$ cat config.mk
export PLATFORM = sky130hd
export DESIGN_NAME = fetch_sequencer
export DESIGN_NICKNAME = d
export VERILOG_FILES = /design/src/rtl/fetch_sequencer.sv
export SDC_FILE = /design/constraint.sdc
export NUM_CORES = 1
export LEC_CHECK = 0
export BUFFER_PORTS_ARGS = -buffer_cell sky130_fd_sc_hd__clkbuf_2
export CAP_MARGIN = 20
export CORE_MARGIN = 8
export CORE_UTILIZATION = 25
export DETAILED_ROUTE_END_ITERATION = 10
export GPL_ROUTABILITY_DRIVEN = 1
export SYNTH_ARGS = -nofsm -noshare
export SYNTH_HDL_FRONTEND = slang
export SYNTH_SLANG_ARGS = --single-unit
$ cat constraint.sdc
create_clock -name clk -period 2 [get_ports clk]
set_input_delay 0.2 -clock clk [delete_from_list [all_inputs] [get_ports clk]]
set_output_delay 0.2 -clock clk [all_outputs]
set_load 0.1 [all_outputs]
$ cat src/rtl/fetch_sequencer.sv
// fetch_sequencer: single-outstanding instruction fetch controller.
// Owns the PC, drives a req/ack instruction memory, holds the fetched
// instruction across decode stalls and applies branch redirects,
// including redirects that arrive while a fetch is still in flight.
// Misaligned redirect targets and memory timeouts latch a sticky error.
module fetch_sequencer #(
    parameter int unsigned            WORD      = 64,
    parameter int unsigned            INSTR_LEN = 32,
    parameter logic [WORD-1:0]        RESET_PC  = '0,
    parameter int unsigned            MAX_WAIT  = 15
) (
    input  logic                 clk,
    input  logic                 reset,
    input  logic                 stall,
    input  logic                 pc_src,
    input  logic [WORD-1:0]      branch_target,
    output logic                 mem_req,
    output logic [WORD-1:0]      mem_addr,
    input  logic                 mem_ack,
    input  logic [INSTR_LEN-1:0] mem_rdata,
    output logic                 instr_valid,
    output logic [INSTR_LEN-1:0] instruction,
    output logic [WORD-1:0]      cur_pc,
    output logic                 fetch_err
);

    localparam int unsigned CW = (MAX_WAIT < 2) ? 1 : $clog2(MAX_WAIT);

    typedef enum logic [2:0] {
        IDLE   = 3'd0,
        REQ    = 3'd1,
        VALID  = 3'd2,
        SQUASH = 3'd3,
        ERR    = 3'd4
    } state_t;

    state_t                 r_state,       w_state;
    logic [WORD-1:0]        r_pc,          w_pc;
    logic                   r_mem_req,     w_mem_req;
    logic [WORD-1:0]        r_mem_addr,    w_mem_addr;
    logic                   r_instr_valid, w_instr_valid;
    logic [INSTR_LEN-1:0]   r_instruction, w_instruction;
    logic [WORD-1:0]        r_cur_pc,      w_cur_pc;
    logic                   r_fetch_err,   w_fetch_err;
    logic [CW-1:0]          r_cnt,         w_cnt;

    logic                   w_misaligned;
    logic                   w_timeout;

    assign w_misaligned = pc_src && (branch_target[1:0] != 2'b00);
    // The current ack-less cycle is the MAX_WAIT-th one in a row.
    assign w_timeout    = (r_cnt == CW'(MAX_WAIT - 1));

    assign mem_req     = r_mem_req;
    assign mem_addr    = r_mem_addr;
    assign instr_valid = r_instr_valid;
    assign instruction = r_instruction;
    assign cur_pc      = r_cur_pc;
    assign fetch_err   = r_fetch_err;

    // State and registered outputs; reset abandons any outstanding fetch.
    always_ff @(posedge clk or negedge reset) begin
        if (!reset) begin
            r_state       <= IDLE;
            r_pc          <= RESET_PC;
            r_mem_req     <= 1'b0;
            r_mem_addr    <= RESET_PC;
            r_instr_valid <= 1'b0;
            r_instruction <= '0;
            r_cur_pc      <= RESET_PC;
            r_fetch_err   <= 1'b0;
            r_cnt         <= '0;
        end else begin
            r_state       <= w_state;
            r_pc          <= w_pc;
            r_mem_req     <= w_mem_req;
            r_mem_addr    <= w_mem_addr;
            r_instr_valid <= w_instr_valid;
            r_instruction <= w_instruction;
            r_cur_pc      <= w_cur_pc;
            r_fetch_err   <= w_fetch_err;
            r_cnt         <= w_cnt;
        end
    end

    // Next-state and next-output logic; a misaligned redirect overrides all.
    always_comb begin
        w_state       = r_state;
        w_pc          = r_pc;
        w_mem_req     = r_mem_req;
        w_mem_addr    = r_mem_addr;
        w_instr_valid = r_instr_valid;
        w_instruction = r_instruction;
        w_cur_pc      = r_cur_pc;
        w_fetch_err   = r_fetch_err;
        w_cnt         = r_cnt;

        if (r_state != ERR && w_misaligned) begin
            w_state       = ERR;
            w_mem_req     = 1'b0;
            w_instr_valid = 1'b0;
            w_fetch_err   = 1'b1;
        end else begin
            case (r_state)
                IDLE: begin
                    w_state   = REQ;
                    w_mem_req = 1'b1;
                    w_cnt     = '0;
                    if (pc_src) begin
                        w_pc       = branch_target;
                        w_mem_addr = branch_target;
                    end else begin
                        w_mem_addr = r_pc;
                    end
                end

                REQ: begin
                    if (mem_ack) begin
                        w_mem_req = 1'b0;
                        if (pc_src) begin
                            w_pc    = branch_target;
                            w_state = IDLE;
                        end else begin
                            w_instruction = mem_rdata;
                            w_cur_pc      = r_mem_addr;
                            w_pc          = r_mem_addr + WORD'(4);
                            w_instr_valid = 1'b1;
                            w_state       = VALID;
                        end
                    end else if (w_timeout) begin
                        w_state     = ERR;
                        w_mem_req   = 1'b0;
                        w_fetch_err = 1'b1;
                    end else begin
                        w_cnt = r_cnt + CW'(1);
                        // Memory cannot abort: keep the request up, drain it in SQUASH.
                        if (pc_src) begin
                            w_pc    = branch_target;
                            w_state = SQUASH;
                        end
                    end
                end

                VALID: begin
                    if (pc_src) begin
                        w_instr_valid = 1'b0;
                        w_pc          = branch_target;
                        w_state       = IDLE;
                    end else if (!stall) begin
                        w_instr_valid = 1'b0;
                        w_mem_req     = 1'b1;
                        w_mem_addr    = r_pc;
                        w_cnt         = '0;
                        w_state       = REQ;
                    end
                end

                SQUASH: begin
                    if (pc_src) begin
                        w_pc = branch_target;
                    end
                    if (mem_ack) begin
                        w_mem_req = 1'b0;
                        w_state   = IDLE;
                    end else if (w_timeout) begin
                        w_state     = ERR;
                        w_mem_req   = 1'b0;
                        w_fetch_err = 1'b1;
                    end else begin
                        w_cnt = r_cnt + CW'(1);
                    end
                end

                ERR: begin
                    w_mem_req     = 1'b0;
                    w_instr_valid = 1'b0;
                    w_fetch_err   = 1'b1;
                end

                default: begin
                    w_state = IDLE;
                end
            endcase
        end
    end

endmodule

==> run_results.csv <==
group,metric,value,unit
grt,grt_overflow_total,0,
clock_network,clk_path_buf_depth,3,
floorplan,initial_core_util,0.252,
synth,ys_ff_latch,234,
drt,wl,42900,µm
job,drv_cap,0,
final_layout,final_common_cell,"nand2_1",
sta,period_minus_slack,1960,ps
worst_setup_path,arrival,2390,ps
worst_setup_path,cp-start-kind,"flop",
worst_setup_path,crit_buf_inv,1,
clock_network,cts_sinks,234,
floorplan,ios,264,
worst_setup_path,cpLargestDelayFamily,"simple AND/OR/NAND/NOR gates",
grt,grt_pass1_wl,66800,µm
synth,syn_avg_cell_area,9.11,µm²
final_layout,fin_util,0.373,
sta,holdWs,68.8,ps
grt,track_usage,0.156,
synth,async_flop_share,1.00,
clock_network,htree_levels,1,
worst_setup_path,crit_slowest_cell,"dfrtp_4",
sta,relSlewSlack,0.596,
grt,antenna_found_initial,8,
drt,drt_first_pass_iters,7,
clock_network,cts_buffers,30,
synth,ys_types,60,
synth,syn_area,11300,µm²
worst_setup_path,path_cells,"and4_2 > nand4_1 > or4_4 > buf_4 > o211ai_1 > nand2_1",
sta,rsz0062_at_grt,"true",
synth,syn_inst,1242,
synth,synth_nets,1346,
clock_network,root_buffer,"clkbuf_16",
sta,hold_violations,0,
placed_design,dp_hpwl,29900,µm
final_layout,final_cell_mix,"nand2_1 (301), clkbuf_2 (262), dfrtp_1 (176), buf_4 (111), dlygate4sd3_1 (97)",
floorplan,core,45000,µm²
sta,fmax,0.511,GHz
clock_network,cts_tree,"yes",
worst_setup_path,critical_path_class,"reg2reg",
sta,fin_crit_sh,0.978,
floorplan,die_height,229,µm
floorplan,rows,78,
sta,clock_skew,12.9,ps
floorplan,die_w,229,µm
sta,tightest_slew,609,ps
worst_setup_path,required,2440,ps
drt,final_antenna_net_count,0,
run_status,status,"completed",
drt,num_vias,11018,
synth,seq_area_frac_synth,0.517,
floorplan,die_area,52300,µm²
grt,grt_max_degree,71,
placed_design,port_buffers,263,
clock_network,clk_latency,570,ps
worst_setup_path,max_stage_delay,450,ps
sta,slew_violations,0,
final_layout,syn2layout_area_growth,48.4,%
synth,synth_edf_count,0,
synth,synth-main-ff-cell,"dfrtp_1",
final_layout,final_net_count,1781,
worst_setup_path,cp-end-kind,"flop",
drt,drc_errors,0,
placed_design,place_congestion,0.825,
synth,yosys_warnings,0,
drt,routed_via_density,4.77,
drt,wl_per_cell,18.6,µm
sta,setup_viol,0,
drt,drt_iter0_drc,692,
clock_network,clk_pin_slew_worst_paths,60,ps
grt,first_global_vias,11531,
final_layout,layout-drive-gt1-share,0.329,
min_path,hold_class,"in2reg",
worst_setup_path,cp_max_fo,7,
-- routing by layer --
layer  up-vias  global-route usage  share of wire
met5         -                   0        0.00051
met4         4              0.0485          0.022
met3        69              0.0341          0.058
met2       308               0.263           0.48
met1      5390               0.196           0.44
li1       5247                   -              -
-- registers in the layout, summed over array words and instances (netlist names) --
name         count
instr_valid      1
mem_addr        64
fetch_err        1
r_cnt            4
cur_pc          64
instruction     32
r_state          3
r_pc            64
mem_req          1
-- Yosys cell counts (5+ instances only) --
library cell | n | area, µm²
clkbuf_1 | 55 | 206
inv_1 | 10 | 37.5
a311oi_1 | 6 | 52.6
nor3_1 | 53 | 265
nor2_1 | 86 | 323
o21ai_0 | 27 | 135
and3_1 | 20 | 125
mux2i_1 | 66 | 661
and4_1 | 18 | 158
dfrtp_1 | 234 | 5860
nand2b_1 | 7 | 43.8
nor2b_1 | 6 | 37.5
buf_2 | 24 | 120
o22ai_1 | 55 | 344
nand3_1 | 22 | 110
and2_1 | 5 | 31.3
a31oi_1 | 6 | 37.5
buf_4 | 7 | 52.6
nand4_1 | 16 | 100
a22oi_1 | 9 | 67.6
a21oi_1 | 96 | 480
xnor2_1 | 28 | 245
nor4_1 | 24 | 150
nand2_1 | 302 | 1130
-- through the flow --
stage	instance area, µm²	std cells	setup WS (ps)	setup TNS, ps
floorplan	11800	1242	-176	-2180
global placement	14600	2142	-25.7	-86.5
detailed placement	14600	2142	-57.2	-397
CTS	16600	2295	3.47	0
global route	16800	2306	-18.7	-32.6
finish	16800	2308	45.0	0
-- final timing paths --
path,from,endpoint,slack (ps),depth (start not counted)
max,mem_addr[3],r_pc[61],40,6
max reg2reg,mem_addr[3],r_pc[61],40,6
min in group asynchronous,reset,cur_pc[10],90,2
max in group asynchronous,reset,mem_addr[56],1160,4
min,pc_src,r_pc[37],70,2
min reg2reg,cur_pc[50],cur_pc[50],470,2
-- repair_timing --
item                                   in CTS  in global routing
setup endpoints to repair                  13                 72
hold buffers                               97                  0
endpoints found under the hold margin     339                  0
buffers inserted                            0                  4
pin swaps                                   0                  7
gates cloned                                0                  2
resized for setup                          10                 27
-- cell families (layout without fill, tap and decap cells) --
| group | Yosys count | after routing | share of synthesized area |
|---|---|---|---|
| mux | 66 | 66 | 0.0584 |
| xor+xnor | 31 | 31 | 0.0240 |
| simple gates | 579 | 580 | 0.237 |
| fa+ha+maj | 3 | 3 | 0.00332 |
| compound gates | 226 | 226 | 0.119 |
| other cells | 0 | 7 | 0 |
| buf+inv | 103 | 561 | 0.0409 |
| flops | 234 | 234 | 0.517 |
-- layout make-up --
class | count | area (µm²)
fill | 4509 | 28200
sequential | 234 | 6000
multi-input combinational | 906 | 5380
timing repair buffer | 495 | 3570
clock buffer | 46 | 902
tap | 600 | 751
clock inverter | 10 | 133
inverter | 10 | 37.5
antenna | 7 | 17.5
Power is left out: the tool's default activity adds up to more than one toggle a clock period on the data nets, which glitch-free logic cannot reach.
